### src/rtl/brc_iter.sv
`default_nettype none
// ============================================================================
// Module   : brc_iter
// Purpose  : Iterative branch comparator. Compares two WIDTH-bit operands
//            CHUNK bits per cycle, most-significant chunk first. It stops as
//            soon as a chunk differs, so latency depends on the data.
//            Supports signed and unsigned compares.
// Ports    : i_clk, i_rst          - clock, asynchronous active-high reset
//            i_valid / o_ready     - request handshake
//            i_rs1_data/i_rs2_data - operands A and B
//            i_br_un               - 1 = unsigned compare, 0 = signed compare
//            i_kill                - abort the in-flight compare
//            o_valid / i_ready     - result handshake
//            o_br_less/o_br_equal  - registered results (A < B, A == B)
// Revision : 1.0 - initial release
// ============================================================================
module brc_iter #(
    parameter int WIDTH = 32,
    parameter int CHUNK = 8
) (
    input  logic             i_clk,
    input  logic             i_rst,
    input  logic             i_valid,
    output logic             o_ready,
    input  logic [WIDTH-1:0] i_rs1_data,
    input  logic [WIDTH-1:0] i_rs2_data,
    input  logic             i_br_un,
    input  logic             i_kill,
    output logic             o_valid,
    input  logic             i_ready,
    output logic             o_br_less,
    output logic             o_br_equal
);

    localparam int N  = WIDTH / CHUNK;
    localparam int JW = (N > 1) ? $clog2(N) : 1;

    typedef enum logic [1:0] {
        S_IDLE = 2'd0,
        S_CMP  = 2'd1,
        S_DONE = 2'd2
    } state_t;

    state_t           r_state;
    state_t           w_state_nxt;
    logic [WIDTH-1:0] r_a;
    logic [WIDTH-1:0] r_b;
    logic             r_un;
    logic [JW-1:0]    r_j;
    logic [JW-1:0]    w_j_nxt;
    logic             r_less;
    logic             r_equal;
    logic             w_less_nxt;
    logic             w_equal_nxt;
    logic             w_load;
    logic [CHUNK-1:0] w_a_chunk;
    logic [CHUNK-1:0] w_b_chunk;
    logic             w_chunk_less;

    // Chunk j covers the j-th CHUNK-wide slice counted down from the MSB.
    assign w_a_chunk = r_a[(WIDTH-1) - int'(r_j)*CHUNK -: CHUNK];
    assign w_b_chunk = r_b[(WIDTH-1) - int'(r_j)*CHUNK -: CHUNK];

    // Only the top chunk carries the sign bit. Once the upper chunks are
    // equal, the lower chunks order the same way for signed and unsigned.
    always_comb begin
        if ((r_j == '0) && !r_un) begin
            w_chunk_less = $signed(w_a_chunk) < $signed(w_b_chunk);
        end else begin
            w_chunk_less = w_a_chunk < w_b_chunk;
        end
    end

    always_comb begin
        w_state_nxt = r_state;
        w_j_nxt     = r_j;
        w_less_nxt  = r_less;
        w_equal_nxt = r_equal;
        w_load      = 1'b0;
        case (r_state)
            S_IDLE: begin
                if (i_valid && !i_kill) begin
                    w_load      = 1'b1;
                    w_j_nxt     = '0;
                    w_state_nxt = S_CMP;
                end
            end
            S_CMP: begin
                if (i_kill) begin
                    w_state_nxt = S_IDLE;
                end else if (w_a_chunk != w_b_chunk) begin
                    w_less_nxt  = w_chunk_less;
                    w_equal_nxt = 1'b0;
                    w_state_nxt = S_DONE;
                end else if (r_j == JW'(N-1)) begin
                    w_less_nxt  = 1'b0;
                    w_equal_nxt = 1'b1;
                    w_state_nxt = S_DONE;
                end else begin
                    w_j_nxt = r_j + JW'(1);
                end
            end
            S_DONE: begin
                // A kill also returns to IDLE. It takes priority over
                // consumption, but both paths end in IDLE.
                if (i_kill || i_ready) begin
                    w_state_nxt = S_IDLE;
                end
            end
            default: begin
                w_state_nxt = S_IDLE;
            end
        endcase
    end

    always_ff @(posedge i_clk or posedge i_rst) begin
        if (i_rst) begin
            r_state <= S_IDLE;
            r_j     <= '0;
            r_less  <= 1'b0;
            r_equal <= 1'b0;
            r_a     <= '0;
            r_b     <= '0;
            r_un    <= 1'b0;
        end else begin
            r_state <= w_state_nxt;
            r_j     <= w_j_nxt;
            r_less  <= w_less_nxt;
            r_equal <= w_equal_nxt;
            if (w_load) begin
                r_a  <= i_rs1_data;
                r_b  <= i_rs2_data;
                r_un <= i_br_un;
            end
        end
    end

    // o_ready is gated by reset directly so it drops at once while reset is held.
    assign o_ready    = (r_state == S_IDLE) && !i_rst;
    assign o_valid    = (r_state == S_DONE);
    assign o_br_less  = r_less;
    assign o_br_equal = r_equal;

endmodule
`default_nettype wire
### config.mk
export PLATFORM = sky130hd
export DESIGN_NAME = brc_iter
export DESIGN_NICKNAME = d
export VERILOG_FILES = /design/src/rtl/brc_iter.sv
export SDC_FILE = /design/constraint.sdc
export NUM_CORES = 1
export LEC_CHECK = 0
export CORE_MARGIN = 10
export CORE_UTILIZATION = 35
export CTS_CLUSTER_DIAMETER = 50
export DETAILED_ROUTE_END_ITERATION = 7
export DONT_BUFFER_PORTS = 1
export PLACE_DENSITY = 0.59
export SETUP_SLACK_MARGIN = 0.02
export SLEW_MARGIN = 20
export SYNTH_ARGS = -nofsm -noshare
export SYNTH_HDL_FRONTEND = slang
export SYNTH_SLANG_ARGS = --single-unit
### constraint.sdc
create_clock -name i_clk -period 2.78 [get_ports i_clk]
set_input_delay 0.556 -clock i_clk [delete_from_list [all_inputs] [get_ports i_clk]]
set_output_delay 0.556 -clock i_clk [all_outputs]
set_load 0.01 [all_outputs]
==> impl_metrics.py <==
metrics = {
    "status": {
        "status": "completed",
    },
    "yosys": {
        "synthDominantCellAreaShare_pct": 53.8,
        "ys_ff_latch": 71,
        "yosys_warnings": 0,
        "syn_nets": 299,
        "syn_area_per_cell_um2": 15.1,
        "netlist_top_cells_count": "dfrtp_1 (71), mux2_2 (66), mux4_2 (16)",
        "async_flop_share_pct": 100,
        "ys.flop_type": "dfrtp_1",
        "synthCells": 219,
        "ys_seq_area_share_pct": 53.8,
        "yosys.area.top_type": "dfrtp_1",
        "synth.area.top_cells": "dfrtp_1 (54%), mux2_2 (23%), mux4_2 (11%), ha_1 (3.8%), buf_2 (1.5%)",
        "netlist-cell-type-count": 23,
        "syn_area_mm2": 0.00330,
        "synth_most_common_cell": "dfrtp_1",
        "synth_edf_count": 0,
    },
    "timing": {
        "fmax_mhz": 390,
        "slew_viol_final": 0,
        "fin_crit_sh_pct": 92.2,
        "finClkSkew_ns": 0.00617,
        "rsz0062_at_grt": "no",
        "timing.final.hold_violations": 0,
        "setup_slack_ns": 0.217,
        "fin_crit_ns": 2.56,
        "setup_viol": 0,
        "worst_pin_slew_ns": 0.706,
        "finalSetupTns_ns": 0,
        "relSlewSlack_pct": 52.9,
    },
    "placed_design": {
        "place_area_mm2": 0.00347,
        "dp_slack_ns": 0.246,
        "hpwl_mm": 5.29,
        "port_buffers": 0,
        "gp_congestion": 0.818,
    },
    "final_layout": {
        "diodes": 0,
        "drive_gt1_share_pct": 45.4,
        "seq_area_mm2": 0.00178,
        "multi_input_area_mm2": 0.00143,
        "synthToLayoutAreaGrowth_pct": 10.8,
        "final_net_count": 304,
        "nFillCells": 875,
        "fin_area_mm2": 0.00366,
        "fin_util_pct": 39.8,
    },
    "worst_setup_path": {
        "rr_startpoint": "r_j[1]",
        "cp_max_fo": 12,
        "critPathCaptureType": "register",
        "crit_family": "multiplexers",
        "crit_type": "register to register",
        "crit_start": "r_j[1]",
        "worstSetupStartpointType": "register",
        "cp.required_ns": 3.01,
        "slowest_delay_ns": 0.52,
        "arrival_ns": 2.80,
        "worstPathCellList": "buf_4, mux4_2, ha_1, nand4_1, nor3_1, a21oi_1, mux2_2",
        "slowest_stage": "dfrtp_1",
        "cp.buffers_inverters": 1,
    },
    "power": {
        "power_leakage_nw": 1.51,
        "total_power_mw": 2.89,
        "peakVddDrop_v": 0.000361,
        "powerDensity_mw_per_mm2": 789,
    },
    "global_route": {
        "grt_max_degree": 67,
        "grt_first_pass_wirelength_mm": 10.9,
        "antenna_found_initial": 0,
        "grt_use_total_pct": 10.7,
        "grt-ovfl-total": 0,
        "first_global_vias": 1930,
    },
    "floorplanning": {
        "initial_core_util_pct": 35.9,
        "row_count": 35,
        "fp.dieH_um": 117,
        "die-area_mm2": 0.0137,
        "die_w_um": 117,
        "ioPinCount": 74,
        "coreArea_mm2": 0.00920,
    },
    "worst_hold_path": {
        "hold_class": "input pin to asynchronous set/reset pin",
    },
    "detailed_routing": {
        "drt-pass1-iter-count": 3,
        "viasPerCell": 5.25,
        "drc": 0,
        "vias": 1786,
        "ant_nets": 0,
        "wl_mm": 6.99,
        "wl_per_cell_um": 20.6,
        "detail_route.iter0.violations": 77,
    },
    "clocking": {
        "cts.sink_count": 71,
        "cts_tree": "built",
        "root_buffer": "clkbuf_8",
        "cts_buffer_depth": 2,
        "clk_latency_ns": 0.34,
        "post_cts.repair.setup_buffers": 0,
        "cts.clk_slew.worst_paths_ns": 0.07,
        "cts_max_level": 3,
        "cts_resized": 0,
        "numCtsBuffers": 9,
        "ctsHoldBuffers": 0,
    },
    "flow_run": {
        "cap_violations": 0,
    },
}
-- final timing paths --
check / endpoint / slack [ns] / cells past startpoint
min in group i_clk: r_state[1] / 0.27 / 1
max: r_j[0] / 0.22 / 7
max in group asynchronous: r_b[3] / 1.93 / 2
max reg2reg: r_j[0] / 0.22 / 7
min: r_a[28] / 0.20 / 1
min reg2reg: r_b[18] / 0.51 / 1
-- power breakdown --
| part | internal [mW] | leakage, nW | switching (mW) |
|---|---|---|---|
| clock | 0.411 | 0.0960 | 0.379 |
| sequential | 1.26 | 0.844 | 0.136 |
| combinational | 0.419 | 0.567 | 0.284 |
-- routing by layer --
layer | wire length, um | GRT usage (%)
met1 | 2740 | 12.0
met2 | 3560 | 17.3
met3 | 610 | 5.76
met4 | 76 | 3.21
met5 | 0 | 0
-- cell families (layout without fill, tap and decap cells) --
group                    Yosys count  in the layout  synth area share (%)
AO/OA/AOI/OAI                     11             11                  1.82
adder cells (fa/ha/maj)           10             10                  3.79
buffers and inverters             23             33                  3.00
flip-flops                        71             71                  53.8
multiplexers                      83             83                  33.8
AND/OR/NAND/NOR                   21             21                  3.79
-- flip-flops by register name, indices dropped and copies added, names as in the netlist --
register    cells
r_b            32
o_br_less       1
r_un            1
r_j             2
o_br_equal      1
r_state         2
r_a            32
-- layout by cell type (no fill, tap or decap), types with 2 or more instances in the layout --
cell	synthesis	layout
nand4_1	2	2
inv_1	12	11
mux2_2	66	66
a21oi_1	6	6
buf_12	0	3
nand2b_1	2	2
clkbuf_8	0	9
ha_1	10	10
clkinv_2	0	3
nor3_1	2	2
nor2_1	5	5
o21ai_0	3	3
mux4_2	16	16
nor2b_1	3	3
dfrtp_1	71	71
o211ai_1	2	2
buf_4	0	2
-- area by class of cell --
cell class              instances  area share (%)
flip-flops and latches         71            48.6
multi-input cells             125            39.2
well taps                     111            3.80
clock buffers                  10            3.49
repair buffers                  5            2.05
clock inverters                 6            1.68
inverters                      12            1.23
-- worst reg2reg max path, stage by stage, from the launching register on --
cell     delay, ns
dfrtp_1       0.52
buf_4         0.29
mux4_2        0.33
ha_1          0.31
nand4_1       0.16
nor3_1        0.34
a21oi_1       0.21
mux2_2        0.30
-- through the flow --
step	cells	hold WS (ns)
final	340	0.202
after global routing	340	0.241
after CTS	340	0.217
after detailed placement	324	0.493
after global placement	324	0.486
after floorplan	219	0.475
(Power assumes the default switching activity.)
